==> src/rtl/imem_loader_pkg.sv <==
// imem_loader_pkg: shared state, error-code and framing constants for the boot loader
package imem_loader_pkg;
  typedef enum logic [2:0] {IDLE, LEN, DATA, CSUM, DONE, ERROR} loader_state_t;
  typedef logic [1:0] err_code_t;
  localparam logic [7:0] DEFAULT_SYNC_BYTE = 8'hA5;
  localparam err_code_t ERR_NONE = 2'b00;
  localparam err_code_t ERR_LEN = 2'b01;
  localparam err_code_t ERR_CSUM = 2'b10;
  localparam err_code_t ERR_TIMEOUT = 2'b11;
endpackage

==> src/rtl/byte_word_packer.sv <==
// byte_word_packer: packs bytes little-endian into a 32-bit word and pulses when one completes
module byte_word_packer (
  input  logic clk,
  input  logic reset_n,
  input  logic clear,
  input  logic valid,
  input  logic [7:0] data,
  output logic [31:0] word,
  output logic word_done,
  output logic last_byte
);
  logic [1:0] idx;
  assign last_byte = idx == 2'd3;
  always_ff @(posedge clk or negedge reset_n)
    if (!reset_n) begin
      idx <= '0;
      word <= '0;
      word_done <= 1'b0;
    end else begin
      word_done <= valid && last_byte;
      if (clear) idx <= '0;
      else if (valid) begin
        word[{idx, 3'b000} +: 8] <= data;
        idx <= idx + 2'd1;
      end
    end
endmodule

==> src/rtl/imem_loader.sv <==
// imem_loader: receives a framed byte stream, writes it into instruction memory and
// holds the core in reset until a frame with a valid checksum has been loaded.
module imem_loader
  import imem_loader_pkg::*;
#(
  parameter int IMEM_SIZE = 16,
  parameter int ADDR_W = $clog2(IMEM_SIZE),
  parameter int TIMEOUT_CYCLES = 100000,
  parameter logic [7:0] SYNC_BYTE = DEFAULT_SYNC_BYTE
) (
  input  logic clk,
  input  logic reset_n,
  input  logic [7:0] rx_data,
  input  logic rx_valid,
  output logic rx_ready,
  output logic imem_we,
  output logic [ADDR_W-1:0] imem_addr,
  output logic [31:0] imem_wdata,
  output logic cpu_reset,
  output logic load_done,
  output logic load_error,
  output logic [1:0] err_code
);
  localparam int TW = $clog2(TIMEOUT_CYCLES + 1);
  loader_state_t state, next_state;
  err_code_t err_next;
  logic xfer, busy, timeout, last_byte, sync;
  logic [ADDR_W-1:0] word_idx, last_idx;
  logic [7:0] csum;
  logic [TW-1:0] idle_cnt;
  assign xfer = rx_valid && rx_ready;
  assign sync = xfer && rx_data == SYNC_BYTE;
  assign busy = state inside {LEN, DATA, CSUM};
  assign timeout = idle_cnt == TW'(TIMEOUT_CYCLES - 1);
  assign imem_addr = word_idx;
  byte_word_packer u_packer (
    .clk(clk),
    .reset_n(reset_n),
    .clear(state != DATA),
    .valid(xfer && state == DATA),
    .data(rx_data),
    .word(imem_wdata),
    .word_done(imem_we),
    .last_byte(last_byte)
  );
  always_comb begin
    next_state = state;
    err_next = err_code;
    case (state)
      IDLE, DONE: if (sync) next_state = LEN;
      LEN:
        if (xfer) begin
          next_state = (rx_data == 8'd0 || int'(rx_data) > IMEM_SIZE) ? ERROR : DATA;
          err_next = (next_state == ERROR) ? ERR_LEN : err_code;
        end
      DATA: if (xfer && last_byte && word_idx == last_idx) next_state = CSUM;
      CSUM:
        if (xfer) begin
          next_state = (rx_data == csum) ? DONE : ERROR;
          err_next = (rx_data == csum) ? err_code : ERR_CSUM;
        end
      ERROR:
        if (sync) begin
          next_state = LEN;
          err_next = ERR_NONE;
        end
      default: next_state = IDLE;
    endcase
    // An accepted byte always beats an expiring idle count
    if (busy && !xfer && timeout) begin
      next_state = ERROR;
      err_next = ERR_TIMEOUT;
    end
  end
  always_ff @(posedge clk or negedge reset_n)
    if (!reset_n) begin
      state <= IDLE;
      rx_ready <= 1'b0;
      cpu_reset <= 1'b1;
      load_done <= 1'b0;
      load_error <= 1'b0;
      err_code <= ERR_NONE;
      word_idx <= '0;
      last_idx <= '0;
      csum <= '0;
      idle_cnt <= '0;
    end else begin
      state <= next_state;
      rx_ready <= 1'b1;
      cpu_reset <= next_state != DONE;
      load_done <= next_state == DONE;
      load_error <= next_state == ERROR;
      err_code <= err_next;
      idle_cnt <= (xfer || !busy) ? '0 : idle_cnt + TW'(1);
      if (state == LEN && next_state == DATA) begin
        word_idx <= '0;
        last_idx <= ADDR_W'(rx_data - 8'd1);
        csum <= '0;
      end else begin
        if (imem_we) word_idx <= word_idx + ADDR_W'(1);
        if (state == DATA && xfer) csum <= csum + rx_data;
      end
    end
endmodule

==> config.mk <==
export PLATFORM = sky130hd
export DESIGN_NAME = imem_loader
export DESIGN_NICKNAME = d
export VERILOG_FILES = /design/src/rtl/imem_loader_pkg.sv /design/src/rtl/byte_word_packer.sv /design/src/rtl/imem_loader.sv
export SDC_FILE = /design/constraint.sdc
export NUM_CORES = 1
export LEC_CHECK = 0
export ABC_AREA = 1
export BUFFER_PORTS_ARGS = -buffer_cell sky130_fd_sc_hd__buf_4
export CORE_ASPECT_RATIO = 2
export CORE_MARGIN = 3
export CORE_UTILIZATION = 55
export CTS_CLUSTER_SIZE = 16
export DETAILED_ROUTE_END_ITERATION = 6
export PLACE_DENSITY = 0.76
export SYNTH_ARGS = -nofsm -noshare
export SYNTH_HDL_FRONTEND = slang
export SYNTH_SLANG_ARGS = --single-unit
==> constraint.sdc <==
create_clock -name clk -period 2 [get_ports clk]
set_clock_uncertainty 0.05 [all_clocks]
set_input_delay 0.2 -clock clk [delete_from_list [all_inputs] [get_ports clk]]
set_output_delay 0.2 -clock clk [all_outputs]
set_load 0.02 [all_outputs]
==> results of run 1 <==
synth_stat cells, types with 4 or more instances:
cell type / count / area, um2
o21ai_1: 10 / 50.1
buf_6: 4 / 45.0
o21ai_0: 28 / 140
dfrtp_1: 76 / 1900
inv_2: 6 / 22.5
xnor2_1: 6 / 52.6
inv_1: 52 / 195
nor2_1: 59 / 221
ha_1: 16 / 200
a21oi_1: 16 / 80.1
nand4_1: 24 / 150
o31ai_1: 5 / 37.5
nor3_1: 14 / 70.1
nand2_1: 128 / 480
nand3_1: 39 / 195
xor2_1: 5 / 43.8
clkbuf_1: 4 / 15.0
buf_2: 4 / 20.0
stage by stage:
stage	power (mW)	cells	util [%]
3_3_place_gp	2.08	682	63.9
6_report	3.70	698	68.0
4_1_cts	3.73	698	68.0
3_5_place_dp	2.09	682	63.9
5_1_grt	3.84	698	68.0
2_1_floorplan	1.90	536	-
metal layers:
layer	up-vias	wire length, um	global-route usage (%)
met4	0	590	17.2
li1	1903	-	-
met1	1842	3990	30.1
met2	121	6110	47.4
met5	-	0	0
met3	46	545	6.06
worst max-delay path by stage:
stage / end / cells after the start
finish: u_packer.word[18] / 6
global route: u_packer.word[20] / 6
CTS: u_packer.word[8] / 6
detailed placement: load_error / 9
global placement: load_error / 9
floorplan: u_packer.word[29] / 6
state kept, by name, indices dropped and copies added, names as in the netlist:
| register | count |
|---|---|
| imem_addr | 4 |
| u_packer.word_done | 1 |
| state | 3 |
| u_packer.word | 32 |
| cpu_reset | 1 |
| last_idx | 4 |
| load_done | 1 |
| err_code | 2 |
| idle_cnt | 17 |
| load_error | 1 |
| u_packer.idx | 2 |
| rx_ready | 1 |
| csum | 8 |
power groups by stage:
stage               logic [mW]  clock network (mW)  registers, mW
detailed placement       0.400                   0           1.69
global route             0.443                1.72           1.67
CTS                      0.402                1.66           1.66
global placement         0.392                   0           1.69
floorplan                0.169                   0           1.73
finish                   0.396                1.64           1.66
logic make-up (layout without fill, tap and decap cells):
family,Yosys count,in the layout
muxes,2,2
adders and majority gates,17,17
xor gates and xnor gates,11,11
buffers and inverters,72,140
other,1,1
and+or+nand+nor,282,282
DFF,77,77
AOI/OAI and AO/OA,74,74
area by class of cell:
cell class                 count  area share, %
sequential                    77           37.0
multi-input combinational    387           40.8
timing repair buffer          66           9.81
inverter                      59           4.35
clock buffer                  12           4.93
tap                           94           2.26
clock inverter                 3          0.865
repair_timing:
| action | in CTS | in global routing |
|---|---|---|
| endpoints found under the hold margin | 35 | 0 |
| hold buffers | 1 | 0 |
| resized for setup | 0 | 1 |
| buffers inserted | 0 | 0 |
| setup endpoints to repair | 0 | 1 |
cell usage in the layout, fill, tap and decap left out, types with 3 or more instances in the layout:
master and instances:
nand2_1 128, dfrtp_1 76, buf_4 64, nor2_1 58
inv_1 52, nand3_1 39, o21ai_0 28, nand4_1 24
a21oi_1 16, ha_1 16, nor3_1 14, o21ai_1 10
clkbuf_16 9, xnor2_1 6, inv_2 6, xor2_1 5
o31ai_1 5, nor2_2 4, o41ai_2 3, nand3_2 3
a211oi_1 3, nor2_4 3, o21ai_2 3
worst register-to-register path: cells and delay by family, from the launching register on:
family / cells / cell delay, ps
AND/OR/NAND/NOR: 3 / 570
adder cells (fa/ha/maj): 1 / 450
flip-flops: 1 / 380
buffers and inverters: 2 / 270
==> out/qor.yml, run 1 <==
startpoint: "u_packer.idx[1]"
final_nets: 628
leakage_nw: 2.62
first_pass_iters: 5
synth-xor-area-share_pct: 2.21
ys_dominant_reg_cell: "dfrtp_1"
ys_warn_count: 0
power_switching_mw: 0.907
cts.sinks: 77
critPathCaptureType: "flip-flop"
fmax_ghz: 0.559
swShare_pct: 24.5
root_buffer: "clkbuf_16"
ctsLongestPathBuffers: 2
pwr-share-seq_pct: 45.0
avgSynthCellArea_um2: 8.14
core_region_area_um2: 7660
combPwrFrac_pct: 10.7
gp_routability_congestion: 0.892
num_rows: 45
crit_required_ps: 2220
hold_depth: 2
antenna_cells: 0
grt_pass1_wl_um: 18900
cpMostUsedCell: "inv_1"
seqCellArea_um2: 1930
fin_ws_ps: 210
drive_above_1_share_pct: 18.7
netlist_instances: 536
async_flop_share_pct: 100
crit_slowest_cell: "ha_1"
design.die.area_um2: 9100
htreeDepth: 3
r2r-start: "u_packer.idx[1]"
place_ws_ps: 229
power_density_nw_per_um2: 710
slew_viol_final: 0
globalRouteOverflowTotal: 0
dp_hpwl_um: 8490
wl_per_cell_um: 16.1
synthAdderAreaFrac_pct: 5.05
p_clk_share_pct: 44.3
cts_buffers: 9
n_fill_cell: 645
vias: 3912
syn_area_um2: 4360
drcViolationCount: 0
min_to: "last_idx[0]"
synth_compound_area_share_pct: 10.4
insertion_delay_ps: 330
relSlewSlack_pct: 56.5
path_class: "flip-flop to flip-flop"
rr_worst_depth: 6
pin_count: 54
synth-simple-area-share_pct: 30.3
fin_crit_ps: 1790
initial_core_util_pct: 57.0
crit_chain: "inv_1, ha_1, inv_1, nor2_1, nand4_1, nand2_1"
ir_drop_uv: 556
synthMuxAreaShare_pct: 0.516
drt_iter0_drc: 277
status: "finished clean"
tritoncts: "built"
hold_path_startpoint: "rx_data[0]"
post-route-period-util_pct: 89.5
p_int_mw: 2.79
r2r_setup_slack_ps: 210
rsz0062_at_grt: "false"
maxCapViolCount: 0
postPlaceCellArea_um2: 4890
synth-seq-cells: 77
synth_cell_type_count: 42
synth_edf_count: 0
multi_input_area_um2: 2120
globalRouteTotalUtil_pct: 28.0
cp_num_buf_inv: 2
path_max_fanout: 7
synthesis.nets: 564
antenna_found_initial: 0
area_delta_synth_final_pct: 19.4
tns_ps: 0
die_w_um: 69.0
grt_start_max_net_pins: 42
grt_pass1_vias: 3947
ant_nets: 0
holdWs_ps: 94.3
cpPeakStageDelay_ps: 450
setup_viol: 0
synth_top_family_by_area: "simple AND/OR/NAND/NOR gates"
cpLargestDelayFamily: "simple AND/OR/NAND/NOR gates"
worst_hold_path_type: "input pin to flip-flop"
start_kind: "flip-flop"
path_clk_slew_ps: 60
timing.rr.end: "u_packer.word[18]"
worst_slew_pin_slew_ps: 647
finalHoldViolations: 0
io_buffers: 53
finish.instance_area_um2: 5210
worstPathArrival_ps: 2010
vias_per_cell: 5.60
yosysSeqAreaShare_pct: 44.2
die_y_um: 132
routed_wl_um: 11200
Note: power is estimated with default switching activity, not from simulation.
==> inputs of run 2 (changes only) <==
--- a/config.mk
+++ b/config.mk
@@ -12,7 +12,8 @@
 export CORE_UTILIZATION = 55
 export CTS_CLUSTER_SIZE = 16
 export DETAILED_ROUTE_END_ITERATION = 6
-export PLACE_DENSITY = 0.76
+export PLACE_DENSITY = 0.85
 export SYNTH_ARGS = -nofsm -noshare
 export SYNTH_HDL_FRONTEND = slang
+export SYNTH_HIERARCHICAL = 1
 export SYNTH_SLANG_ARGS = --single-unit
==> run 2 against run 1 <==
Die area shrank 1.8%. Power grew 2.1%. Fmax shrank 5.4%. Clock power barely moved.
==> out/qor.yml, run 2 <==
globalRouteOverflowTotal: 0  # unchanged
fin_ws_ps: 108  # was 210 ps
fmax_ghz: 0.528  # was 0.559 GHz
post_cts_buffers: 0  # unchanged
insertion_delay_ps: 340  # was 330 ps
grt_use_met1_pct: 25.0  # was 30.1%
yosysSeqAreaShare_pct: 45.1  # was 44.2%
io_buffers: 53  # unchanged
place_inst: 666  # was 682
worst_hold_path_type: "input pin to flip-flop"  # unchanged
root_buffer: "clkbuf_16"  # unchanged
holdWs_ps: 67.3  # was 94.3 ps
async_flop_share_pct: 100  # unchanged
finish.instance_area_um2: 5090  # was 5210 um2
layoutNonFillerInstCount: 682  # was 698
layout_commonest_cell: "nand2_1"  # unchanged
routed_wl_um: 10700  # was 11,200 um
ys_top_cells_by_count: "nand2_1, dfrtp_1, inv_1"  # was nand2_1, dfrtp_1, nor2_1
globalRouteTotalUtil_pct: 26.5  # was 28.0%
grt_start_max_net_pins: 43  # was 42
fin_crit_ps: 1890  # was 1790 ps
antenna_cells: 0  # unchanged
die_y_um: 131  # was 132 um
maxCapViolCount: 0  # unchanged
netlist_instances: 523  # was 536
grtUsageMet2_pct: 47.0  # was 47.4%
gp_routability_congestion: 0.956  # was 0.892
htreeDepth: 3  # unchanged
slew_viol_final: 0  # unchanged
synth_top_area_cell: "dfrtp_1"  # unchanged
ant_nets: 0  # unchanged
design.die.area_um2: 8930  # was 9100 um2
yosysMostFrequentCell: "nand2_1"  # unchanged
p_total_mw: 3.77  # was 3.70 mW
cts.sinks: 77  # unchanged
initial_core_util_pct: 57.5  # was 57.0%
power_density_nw_per_um2: 742  # was 710 nW/um2
path_max_fanout: 17  # was 7
dp_hpwl_um: 8040  # was 8490 um
grt_pass1_wl_um: 17500  # was 18,900 um
n_fill_cell: 595  # was 645
met3_usage_pct: 4.62  # was 6.06%
finalHoldViolations: 0  # unchanged
pin_count: 54  # unchanged
syn_area_um2: 4280  # was 4360 um2
area_delta_synth_final_pct: 18.9  # was 19.4%
r2r_setup_slack_ps: 110  # was 210 ps
tritoncts: "built"  # unchanged
ctsLongestPathBuffers: 2  # unchanged
crit_required_ps: 2220  # about the same
synthesis.nets: 552  # was 564
final_nets: 615  # was 628
leakage_nw: 2.60  # was 2.62 nW
synth_top_area_share_pct: 44.5  # was 43.6%
drive_above_1_share_pct: 19.0  # was 18.7%
worstPathArrival_ps: 2110  # was 2010 ps
drt_iter0_drc: 239  # was 277
setup_viol: 0  # unchanged
grt_pass1_vias: 3962  # was 3,947
largest_reg_flops: 32  # unchanged
num_rows: 44  # was 45
synth_area_leaders: "dfrtp_1, nand2_1, ha_1, inv_1, nor2_1"  # was dfrtp_1, nand2_1, nor2_1, ha_1, nand3_1
worst_slew_pin_slew_ps: 547  # was 647 ps
die_w_um: 68.4  # was 69.0 um
vias_per_cell: 5.62  # was 5.60
path_clk_slew_ps: 60  # about the same
cts_buffers: 9  # unchanged
ir_drop_uv: 487  # was 556 uV
synth_cell_type_count: 41  # was 42
ys_dominant_reg_cell: "dfrtp_1"  # unchanged
most-common-layout-cells: "nand2_1, dfrtp_1, buf_4"  # unchanged
final_util_pct: 68.4  # was 68.0%
path_class: "flip-flop to flip-flop"  # unchanged
synth-seq-cells: 77  # unchanged
status: "finished clean"  # unchanged
postPlaceCellArea_um2: 4770  # was 4890 um2
reg_top3: "u_packer/word x32, idle_cnt x17, csum x8"  # was u_packer.word x32, idle_cnt x17, csum x8
core_region_area_um2: 7430  # was 7660 um2
post-route-period-util_pct: 94.6  # was 89.5%
vias: 3835  # was 3,912
synth_edf_count: 0  # unchanged
antenna_found_initial: 0  # unchanged
place_ws_ps: 96.0  # was 229 ps
avgSynthCellArea_um2: 8.18  # was 8.14 um2
relSlewSlack_pct: 63.4  # was 56.5%
start_kind: "flip-flop"  # unchanged
drcViolationCount: 0  # unchanged
wl_per_cell_um: 15.7  # was 16.1 um
busiest_layer: "met2"  # unchanged
tns_ps: 0  # unchanged
first_pass_iters: 5  # unchanged
critPathCaptureType: "flip-flop"  # unchanged
ys_warn_count: 6  # was 0
regMostFlops: "u_packer/word"  # was u_packer.word
==> run 2: worst paths after layout <==
check,start,endpoint,cells past startpoint
max,state[2],u_packer/word[8],9
min,rx_data[5],u_packer/word[5],3
max reg2reg,state[2],u_packer/word[8],9
min reg2reg,u_packer/word[9],u_packer/word[9],2
max in group asynchronous,reset_n,state[0],3
min in group asynchronous,reset_n,u_packer/word[27],2
==> run 2: layer usage <==
layer / wire, um / part of all wire (%)
met1: 3530 / 33
met2: 5780 / 54
met3: 526 / 4.9
met4: 860 / 8.0
met5: 0 / 0
==> run 2: cell families (layout without fill, tap and decap cells) <==
kind of cell / after synthesis / after routing / share of synthesized area (%)
fa+ha+maj: 18 / 18 / 5.44
flops: 77 / 77 / 45.1
compound gates: 55 / 55 / 7.37
buf+inv: 68 / 135 / 7.17
xor+xnor: 11 / 11 / 2.25
simple gates: 293 / 293 / 32.6
other cells: 1 / 1 / 0.0877
==> run 2: layout make-up <==
type / count / area, um2 / area share [%]
well taps: 92 / 115 / 2.26
clock buffers: 11 / 253 / 4.97
repair buffers: 60 / 465 / 9.15
inverters: 60 / 233 / 4.58
flip-flops and latches: 77 / 1930 / 37.9
clock inverters: 4 / 47.5 / 0.935
multi-input cells: 378 / 2040 / 40.2
==> run 2: power breakdown <==
part | internal [mW] | total (mW) | switching [mW]
Combinational | 0.168 | 0.463 | 0.295
Sequential | 1.63 | 1.68 | 0.0415
Clock | 1.02 | 1.63 | 0.612
Total | 2.82 | 3.77 | 0.948
==> run 2: repair_timing <==
item,CTS,global route
hold buffers,1,0
setup endpoints to repair,0,29
hold endpoints to repair,34,0
gates resized for setup,0,3
==> run 2: critical path: stages, from the launching register on <==
cell,delay (ps)
dfrtp_1,390
inv_2,120
nand2_2,120
nor2_1,170
nand2_2,180
inv_6,210
nand3_4,170
nor2_4,240
nand2_1,90
nand2_1,90
==> inputs of run 3 (changes only) <==
--- a/config.mk
+++ b/config.mk
@@ -5,14 +5,14 @@
 export SDC_FILE = /design/constraint.sdc
 export NUM_CORES = 1
 export LEC_CHECK = 0
-export ABC_AREA = 1
+export ABC_AREA = 0
 export BUFFER_PORTS_ARGS = -buffer_cell sky130_fd_sc_hd__buf_4
 export CORE_ASPECT_RATIO = 2
 export CORE_MARGIN = 3
 export CORE_UTILIZATION = 55
 export CTS_CLUSTER_SIZE = 16
 export DETAILED_ROUTE_END_ITERATION = 6
-export PLACE_DENSITY = 0.85
+export PLACE_DENSITY = 0.86
 export SYNTH_ARGS = -nofsm -noshare
 export SYNTH_HDL_FRONTEND = slang
 export SYNTH_HIERARCHICAL = 1
==> run 3 against run 2 <==
The flow now finishes with violations (setup timing). Sequential power increased by 12%. First-iteration DRC count increased by 10%. Power grew 31%. Critical endpoint is now csum[7].
==> out/qor.yml, run 3 <==
vias_per_cell: 6.03  # was 5.62
hold_path_startpoint: "rx_data[7]"  # was rx_data[5]
pwr-share-seq_pct: 38.4  # was 44.4%
root_buffer: "clkbuf_16"  # unchanged
post-route-period-util_pct: 103  # was 94.6%
synth_edf_count: 0  # unchanged
synth_cell_type_count: 57  # was 41
netlist_instances: 408  # was 523
path_class: "flip-flop to flip-flop"  # unchanged
synth_area_leaders: "dfrtp_1, ha_1, nand2_1, nor2_1, o32ai_1"  # was dfrtp_1, nand2_1, ha_1, inv_1, nor2_1
worst_slew_pin_slew_ps: 518  # was 547 ps
ir_drop_uv: 804  # was 487 uV
core_region_area_um2: 7050  # was 7430 um2
drt_iter0_drc: 264  # was 239
cp_num_buf_inv: 0  # was 2
routed_wl_um: 10900  # was 10,700 um
p_clk_share_pct: 38.2  # was 43.3%
relSlewSlack_pct: 65.3  # was 63.4%
crit_chain: "ha_4, a21oi_1, o211ai_1, o41ai_2, xor2_1, nor4_2, o21bai_1"  # was inv_2, nand2_2, nor2_1, nand2_2, inv_6, nand3_4, nor2_4, nand2_1, nand2_1
start_kind: "flip-flop"  # unchanged
slew_viol_final: 0  # unchanged
finish.instance_area_um2: 5220  # was 5090 um2
maxCapViolCount: 0  # unchanged
ys_top_cells_by_count: "dfrtp_1, nand2_1, nor2_1"  # was nand2_1, dfrtp_1, inv_1
design.die.area_um2: 8520  # was 8930 um2
fin_ws_ps: -59.3  # was 108 ps
combPwrFrac_pct: 23.4  # was 12.3%
postPlaceCellArea_um2: 4760  # was 4770 um2
syn_area_um2: 4060  # was 4280 um2
final_nets: 514  # was 615
finalHoldViolations: 0  # unchanged
worstPathArrival_ps: 2230  # was 2110 ps
die_y_um: 128  # was 131 um
synth_top_area_share_pct: 46.8  # was 44.5%
cts_buffers: 9  # unchanged
place_inst: 562  # was 666
fin_crit_ps: 2060  # was 1890 ps
cpPeakStageDelay_ps: 440  # was 390 ps
p_total_mw: 4.93  # was 3.77 mW
tritoncts: "built"  # unchanged
gp_routability_congestion: 0.987  # was 0.956
critPathCaptureType: "flip-flop"  # unchanged
antenna_found_initial: 0  # unchanged
area_delta_synth_final_pct: 28.4  # was 18.9%
insertion_delay_ps: 340  # about the same
die_w_um: 66.8  # was 68.4 um
leakage_nw: 2.42  # was 2.60 nW
initial_core_util_pct: 57.6  # was 57.5%
wl_per_cell_um: 18.7  # was 15.7 um
layoutNonFillerInstCount: 580  # was 682
status: "complete, but fails checks"  # was finished clean
synthesis.nets: 437  # was 552
hold_depth: 3  # unchanged
fmax_ghz: 0.486  # was 0.528 GHz
violations: "setup timing"
path_clk_slew_ps: 60  # about the same
final_util_pct: 74.0  # was 68.4%
rsz0062_at_grt: "true"
ys_warn_count: 6  # unchanged
crit_required_ps: 2170  # was 2220 ps
worst_hold_path_type: "input pin to flip-flop"  # unchanged
first_pass_iters: 5  # unchanged
globalRouteOverflowTotal: 0  # unchanged
ant_nets: 0  # unchanged
r2r_setup_slack_ps: -60  # was 110 ps
antenna_cells: 0  # unchanged
yosysMostFrequentCell: "dfrtp_1"  # was nand2_1
avgSynthCellArea_um2: 9.96  # was 8.18 um2
swShare_pct: 29.7  # was 25.1%
tns_ps: -59.3  # was 0 ps
cts.sinks: 77  # unchanged
cpLargestDelayFamily: "compound AO/OA/AOI/OAI gates"  # was simple AND/OR/NAND/NOR gates
largest_reg_flops: 32  # unchanged
layout_commonest_cell: "buf_4"  # was nand2_1
synth-seq-cells: 77  # unchanged
io_buffers: 53  # unchanged
timing.rr.end: "csum[7]"  # was u_packer/word[8]
pin_count: 54  # unchanged
reg_top3: "u_packer/word x32, idle_cnt x17, csum x8"  # unchanged
num_rows: 43  # was 44
r2r-start: "csum[1]"  # was state[2]
synth_top_area_cell: "dfrtp_1"  # unchanged
async_flop_share_pct: 100  # unchanged
power_switching_mw: 1.46  # was 0.948 mW
most-common-layout-cells: "buf_4, dfrtp_1, nand2_1"  # was nand2_1, dfrtp_1, buf_4
drcViolationCount: 0  # unchanged
htreeDepth: 3  # unchanged
grt_start_max_net_pins: 42  # was 43
crit_slowest_cell: "dfrtp_2"  # was dfrtp_1
drive_above_1_share_pct: 28.4  # was 19.0%
power_density_nw_per_um2: 945  # was 742 nW/um2
setup_viol: 1  # was 0
vias: 3500  # was 3,835
ctsLongestPathBuffers: 2  # unchanged
regMostFlops: "u_packer/word"  # unchanged
path_max_fanout: 3  # was 17
p_int_mw: 3.47  # was 2.82 mW
rr_worst_depth: 7  # was 9
yosysSeqAreaShare_pct: 47.5  # was 45.1%
globalRouteTotalUtil_pct: 27.2  # was 26.5%
dp_hpwl_um: 7450  # was 8040 um
grt_pass1_wl_um: 17700  # was 17,500 um
min_to: "u_packer/word[7]"  # was u_packer/word[5]
grt_pass1_vias: 3648  # was 3,962
ys_dominant_reg_cell: "dfrtp_1"  # unchanged
run 3: logic make-up (layout without fill, tap and decap cells):
family	Yosys count	in the layout	synth area share, %
simple gates	151	151	19.0
flops	77	77	47.5
fa+ha+maj	18	18	5.73
buf+inv	56	138	5.91
other cells	1	1	0.0923
compound gates	74	74	15.1
xor+xnor	29	29	6.25
mux	2	2	0.493
run 3: power by group through the flow:
stage / registers (mW) / clock network (mW) / logic (mW)
3_3_place_gp: 1.90 / 0 / 1.02
5_1_grt: 1.91 / 1.97 / 1.27
3_5_place_dp: 1.91 / 0 / 1.08
6_report: 1.89 / 1.88 / 1.15
4_1_cts: 1.89 / 1.90 / 1.12
2_1_floorplan: 1.97 / 0 / 0.558
run 3: through the flow:
step | worst slack, ps | hold WS, ps
final | -59.3 | 173
after global routing | -151 | 179
after CTS | 8.88 | 154
after detailed placement | -69.3 | 143
after global placement | -0.319 | 142
after floorplan | -197 | -146
run 3: what timing repair did:
| action | in CTS | in global routing |
|---|---|---|
| endpoints found under the setup margin | 3 | 21 |
| endpoints found under the hold margin | 35 | 0 |
| pin swaps | 2 | 2 |
| hold buffers | 1 | 0 |
| setup buffers | 1 | 0 |
| resized for setup | 6 | 13 |
run 3: metal layers:
layer	global-route usage [%]	part of all wire, %	up-vias
met5	0	0	-
li1	-	-	1584
met1	30.4	36	1720
met2	46.5	53	147
met3	5.72	5.3	49
met4	15.7	5.8	0
run 3: how the worst max path moves through the flow:
stage | from | to | slack, ps | cells past startpoint
CTS | csum[0] | csum[6] | 9 | 8
finish | csum[1] | csum[7] | -60 | 7
global placement | csum[0] | csum[6] | -0.3 | 8
floorplan | rx_ready | load_error | -200 | 9
global route | csum[1] | csum[7] | -150 | 7
detailed placement | csum[0] | csum[6] | -70 | 8
run 3: layout make-up:
class	count	area (um2)
Multi-Input combinational cell	275	1990
Sequential cell	77	1930
Fill cell	449	1830
Timing Repair Buffer	88	701
Clock buffer	9	225
Inverter	34	129
Clock inverter	7	123
Tap cell	90	113
run 3: worst register-to-register path: cells and delay by family (launching register included):
| kind | cells | cell delay (ps) |
|---|---|---|
| fa+ha+maj | 1 | 230 |
| flops | 1 | 440 |
| xor+xnor | 1 | 290 |
| simple gates | 1 | 70 |
| compound gates | 4 | 860 |
